File: src/rtl/residual_frame_sequencer_pkg.sv
// ----------------------------------------------------------------------------
// residual_frame_sequencer_pkg
//   Shared encoder constants for the residual frame sequencer: FSM state
//   encoding, default frame geometry and a small helper to validate the
//   requested predictor order.
// ----------------------------------------------------------------------------
package residual_frame_sequencer_pkg;

    typedef enum logic [1:0] {
        ST_IDLE   = 2'd0,
        ST_START  = 2'd1,
        ST_STREAM = 2'd2,
        ST_GAP    = 2'd3
    } state_e;

    localparam int DEF_BLOCK_SIZE = 4096;
    localparam int DEF_MAX_ORDER  = 12;
    localparam int DEF_GAP_CYCLES = 4;

    // Sample counter width: must hold BLOCK_SIZE itself (order 0 -> 4096 pops).
    localparam int CNT_W  = 13;
    localparam int DATA_W = 16;
    localparam int ORD_W  = 4;

    function automatic logic order_legal(input logic [ORD_W-1:0] order,
                                         input int max_order);
        return int'(order) <= max_order;
    endfunction

endpackage

File: src/rtl/residual_frame_sequencer.sv
// ----------------------------------------------------------------------------
// residual_frame_sequencer
//   Moves one frame of residuals from a show-ahead FIFO to the compressor.
//   A frame request in IDLE latches the predictor order, pulses the
//   compressor's frame-done input, then pops exactly BLOCK_SIZE - order words
//   (stalling on an empty FIFO), registers each into oResidual/oValid, and
//   finally idles GAP_CYCLES cycles so the compressor can flush.
//
// Ports
//   iClock, iReset      : rising-edge clock, synchronous active-high reset
//   iEnable             : global advance; low freezes every register
//   iStart, iOrder      : frame request and its predictor order (IDLE only)
//   iFifoEmpty, iFifoData, oFifoRead : show-ahead FIFO head and pop strobe
//   oFrameDone, oM      : frame-start pulse and latched order to compressor
//   oValid, oResidual   : residual stream to compressor (1-cycle latency)
//   oReady              : high while IDLE
//   oFrameComplete      : pulse once the flush gap has elapsed
//   oError              : pulse after a request with an illegal order
// ----------------------------------------------------------------------------
module residual_frame_sequencer
    import residual_frame_sequencer_pkg::*;
#(
    parameter int BLOCK_SIZE = DEF_BLOCK_SIZE,
    parameter int MAX_ORDER  = DEF_MAX_ORDER,
    parameter int GAP_CYCLES = DEF_GAP_CYCLES
) (
    input  logic                     iClock,
    input  logic                     iReset,
    input  logic                     iEnable,
    input  logic                     iStart,
    input  logic [ORD_W-1:0]         iOrder,
    input  logic                     iFifoEmpty,
    input  logic signed [DATA_W-1:0] iFifoData,
    output logic                     oFifoRead,
    output logic                     oFrameDone,
    output logic [ORD_W-1:0]         oM,
    output logic                     oValid,
    output logic signed [DATA_W-1:0] oResidual,
    output logic                     oReady,
    output logic                     oFrameComplete,
    output logic                     oError
);

    state_e                     state_q, state_d;
    logic [CNT_W-1:0]           cnt_q, cnt_d;
    logic [ORD_W-1:0]           m_q, m_d;
    logic                       valid_q, valid_d;
    logic signed [DATA_W-1:0]   residual_q, residual_d;
    logic                       frame_done_q, frame_done_d;
    logic                       complete_q, complete_d;
    logic                       error_q, error_d;
    logic                       pop;

    always_comb begin
        state_d      = state_q;
        cnt_d        = cnt_q;
        m_d          = m_q;
        valid_d      = valid_q;
        residual_d   = residual_q;
        frame_done_d = frame_done_q;
        complete_d   = complete_q;
        error_d      = error_q;
        pop          = 1'b0;

        // With iEnable low everything above simply holds, so a pending pulse
        // or residual is presented again on the next enabled cycle.
        if (iEnable) begin
            valid_d      = 1'b0;
            frame_done_d = 1'b0;
            complete_d   = 1'b0;
            error_d      = 1'b0;

            case (state_q)
                ST_IDLE: begin
                    if (iStart) begin
                        if (order_legal(iOrder, MAX_ORDER)) begin
                            m_d          = iOrder;
                            cnt_d        = CNT_W'(BLOCK_SIZE) - CNT_W'(iOrder);
                            frame_done_d = 1'b1;
                            state_d      = ST_START;
                        end else begin
                            error_d = 1'b1;
                        end
                    end
                end

                ST_START: begin
                    state_d = ST_STREAM;
                end

                ST_STREAM: begin
                    if (!iFifoEmpty) begin
                        pop        = 1'b1;
                        valid_d    = 1'b1;
                        residual_d = iFifoData;
                        // The last pop reloads the same counter for the gap.
                        if (cnt_q == CNT_W'(1)) begin
                            cnt_d   = CNT_W'(GAP_CYCLES);
                            state_d = ST_GAP;
                        end else begin
                            cnt_d = cnt_q - CNT_W'(1);
                        end
                    end
                end

                ST_GAP: begin
                    if (cnt_q <= CNT_W'(1)) begin
                        cnt_d      = '0;
                        complete_d = 1'b1;
                        state_d    = ST_IDLE;
                    end else begin
                        cnt_d = cnt_q - CNT_W'(1);
                    end
                end

                default: begin
                    state_d = ST_IDLE;
                end
            endcase
        end
    end

    always_ff @(posedge iClock) begin
        if (iReset) begin
            state_q      <= ST_IDLE;
            cnt_q        <= '0;
            m_q          <= '0;
            valid_q      <= 1'b0;
            residual_q   <= '0;
            frame_done_q <= 1'b0;
            complete_q   <= 1'b0;
            error_q      <= 1'b0;
        end else begin
            state_q      <= state_d;
            cnt_q        <= cnt_d;
            m_q          <= m_d;
            valid_q      <= valid_d;
            residual_q   <= residual_d;
            frame_done_q <= frame_done_d;
            complete_q   <= complete_d;
            error_q      <= error_d;
        end
    end

    // Reset masks the pop so an abandoned frame never consumes a FIFO word
    // in the reset cycle itself.
    assign oFifoRead      = pop && !iReset;
    assign oValid         = valid_q && iEnable;
    assign oResidual      = residual_q;
    assign oFrameDone     = frame_done_q;
    assign oFrameComplete = complete_q;
    assign oError         = error_q;
    assign oM             = m_q;
    assign oReady         = (state_q == ST_IDLE);

endmodule

File: config.mk
export PLATFORM = sky130hd
export DESIGN_NAME = residual_frame_sequencer
export DESIGN_NICKNAME = d
export VERILOG_FILES = /design/src/rtl/residual_frame_sequencer_pkg.sv /design/src/rtl/residual_frame_sequencer.sv
export SDC_FILE = /design/constraint.sdc
export NUM_CORES = 1
export LEC_CHECK = 0
export CAP_MARGIN = 10
export CORE_UTILIZATION = 50
export CTS_BUF_LIST = sky130_fd_sc_hd__clkbuf_4 sky130_fd_sc_hd__clkbuf_8
export CTS_CLUSTER_DIAMETER = 150
export DETAILED_ROUTE_END_ITERATION = 10
export GPL_TIMING_DRIVEN = 1
export HOLD_SLACK_MARGIN = 0.1
export PLACE_DENSITY = 0.88
export SYNTH_ARGS = -nofsm -noshare
export SYNTH_HDL_FRONTEND = slang
export SYNTH_SLANG_ARGS = --single-unit
export TNS_END_PERCENT = 20
File: constraint.sdc
create_clock -name iClock -period 2.8 [get_ports iClock]
set_input_delay 0.28 -clock iClock [delete_from_list [all_inputs] [get_ports iClock]]
set_output_delay 0.28 -clock iClock [all_outputs]
set_load 0.1 [all_outputs]
==> impl_metrics.json <==
{
  "rows": 22,
  "power.density_nw_per_um2": 597.3,
  "drive_gt1_share_pct": 17.61,
  "crit_buf_inv": 2,
  "cts_max_path_buffers": 2,
  "cts.sinks": 39,
  "core_area_um2": 3744,
  "layout.nets": 333,
  "fillers": 299,
  "slowest_delay_ns": 0.52,
  "tritoncts": "built",
  "critPathSlowestCell": "or4_4",
  "cap_violations": 0,
  "syn_inst": 250,
  "firstDrtPassIters": 4,
  "first_iter_violations": 154,
  "hold_path.class": "reg -> reg",
  "wl_per_cell_um": 14.61,
  "crit_family": "simple AND/OR/NAND/NOR gates",
  "synth_area_um2": 2004,
  "final_common_cell": "nand2_1",
  "vias": 1950,
  "cp.required_ns": 2.97,
  "synth_fp_nets": 283,
  "port_buffers": 50,
  "max_freq_ghz": 0.4091,
  "status": "finished clean",
  "finalHoldViolCount": 0,
  "finalCritPeriodShare_pct": 87.30,
  "yosysWarnings": 0,
  "skew_ns": 0.004037,
  "synth-edff-count": 0,
  "grt_pass1_vias": 1813,
  "rsz0062_at_grt": "no",
  "path_class": "reg -> reg",
  "cts_resized": 0,
  "place_inst": 341,
  "async_flop_share_pct": 0,
  "grt_overflow": 0,
  "final_cell_mix": "41 x nand2_1, 39 x dfxtp_1, 33 x buf_4",
  "hold_buffers": 0,
  "routabilityCongestion": 0.9460,
  "setup_ws_ns": 0.3556,
  "num_antenna_cells": 0,
  "clkTransAtPathRegs_ns": 0.07,
  "drt_wl_total_um": 5100,
  "crit_path_max_fanout": 10,
  "grt_pass1_wl_um": 8211,
  "dieHeight_um": 65.32,
  "insertion_delay_ns": 0.29,
  "worstSetupEndpointType": "flop",
  "synth_ff_type": "dfxtp_1",
  "die_area_um2": 4266,
  "cts_inserted_buffers": 5,
  "period_minus_slack_ns": 2.444,
  "ys_seq_elements": 39,
  "place_ws_ns": 0.09770,
  "root_buffer": "clkbuf_8",
  "arrival_ns": 2.62,
  "globalRouteTotalUtil_pct": 25.10,
  "grt_antenna_before_repair": 0,
  "synth_cell_types": 45,
  "stdcell_count": 349,
  "finalSetupViolCount": 0,
  "vias_per_cell": 5.587,
  "cp-start-kind": "flop",
  "dpl.hpwl_um": 3786,
  "area_delta_synth_final_pct": 31.52,
  "syn_area_per_cell_um2": 8.018,
  "start_util_pct": 53.54,
  "cp_cell_sequence": "inv_1 -> ha_1 -> and4b_1 -> or4_4 -> or2_1 -> buf_4 -> a221oi_1 -> a211oi_1",
  "synth-seq-area-share_pct": 38.95,
  "grt_max_degree": 23,
  "ctsHtreeMaxLevel": 2,
  "worst_pin_slew_ns": 0.5101,
  "drv_slew": 0,
  "cts_setup_buffers": 0,
  "irDropWorstVdd_mv": 0.3718,
  "drc": 0,
  "io_pins": 51,
  "slew_headroom_pct": 65.96,
  "ant_nets": 0,
  "die_x_um": 65.32,
  "multi_input_area_um2": 1110,
  "cellLeakagePower_nw": 1.034,
  "seqCellArea_um2": 780.7
}
## Yosys cell counts, drive strengths merged, types with 2 or more instances
master / n / area (µm²)
a31oi: 8 / 50.05
and2: 2 / 12.51
o41ai: 3 / 26.28
nand2b: 4 / 25.02
o21ai: 7 / 35.03
dfxtp: 39 / 780.8
xor2: 2 / 17.52
a221oi: 4 / 41.29
a211oi: 4 / 30.03
buf: 5 / 37.53
nand3: 2 / 10.01
or4: 4 / 33.78
ha: 8 / 100.1
clkbuf: 10 / 37.54
nand2: 41 / 153.9
a21oi: 27 / 135.1
nand4b: 3 / 26.28
nand4: 2 / 12.51
inv: 11 / 41.29
nor3: 13 / 65.06
o21bai: 2 / 15.01
nor2: 22 / 87.58
or2: 3 / 18.77
or3: 6 / 37.54
mux2i: 4 / 40.04
## final timing paths
| kind | cells past startpoint | start | endpoint | slack [ns] |
|---|---|---|---|---|
| max | 8 | state_q[0] | cnt_q[0] | 0.36 |
| min | 2 | oResidual[6] | oResidual[6] | 0.46 |
| max reg2reg | 8 | state_q[0] | cnt_q[0] | 0.36 |
| min reg2reg | 2 | oResidual[6] | oResidual[6] | 0.46 |
## report_power, final
group / internal [W] / switching (W)
clock network: 0.000366 / 0.000193
logic: 0.000148 / 0.000249
registers: 0.000586 / 0.0000328
total: 0.00110 / 0.000475
## registers in the layout (all words and copies together) (netlist names)
| signal | cells |
|---|---|
| oFrameComplete | 1 |
| oResidual | 16 |
| valid_q | 1 |
| oM | 4 |
| oError | 1 |
| oFrameDone | 1 |
| cnt_q | 13 |
| state_q | 2 |
## routing by layer
| metal | wire, µm | global-route usage [%] | up-vias |
|---|---|---|---|
| met2 | 2528 | 41.62 | 67 |
| met5 | 0 | 0 | - |
| met4 | 80 | 9.511 | 0 |
| li1 | - | - | 983 |
| met1 | 2215 | 31.97 | 889 |
| met3 | 276 | 4.861 | 11 |
## metrics by stage
| step | cell area (µm²) | hold slack [ns] | setup TNS, ns | util, % | power, W |
|---|---|---|---|---|---|
| 6_report | 2636 | 0.4600 | 0 | 70.42 | 0.001575 |
| 5_1_grt | 2636 | 0.4769 | 0 | 70.42 | 0.001652 |
| 4_1_cts | 2636 | 0.4610 | 0 | 70.42 | 0.001579 |
| 3_5_place_dp | 2500 | 0.4500 | 0 | 66.78 | 0.001022 |
| 3_3_place_gp | 2500 | 0.4424 | 0 | 66.78 | 0.001014 |
| 2_1_floorplan | 2007 | 0.4160 | -0.1303 | - | 0.0009189 |
## logic make-up after synthesis
kind of cell	share of synthesized area [%]
and+or+nand+nor	26.97
muxes	1.998
AOI/OAI and AO/OA	20.41
adders and majority gates	4.994
xor gates and xnor gates	0.8741
DFF	38.95
buffers and inverters	5.805
## area by class of cell
class	instances	share of cell area, %
Inverter	11	1.566
Clock buffer	6	2.895
Sequential cell	39	29.62
Timing Repair Buffer	58	19.27
Multi-Input combinational cell	185	42.10
Clock inverter	2	2.278
Tap cell	48	2.278
## tightest hold or removal path, stage by stage, from the launching register on
cell and delay (ns):
dfxtp_1 0.32, nand2_1 0.05, a21oi_1 0.05
Note: power is estimated with default switching activity, not from simulation.
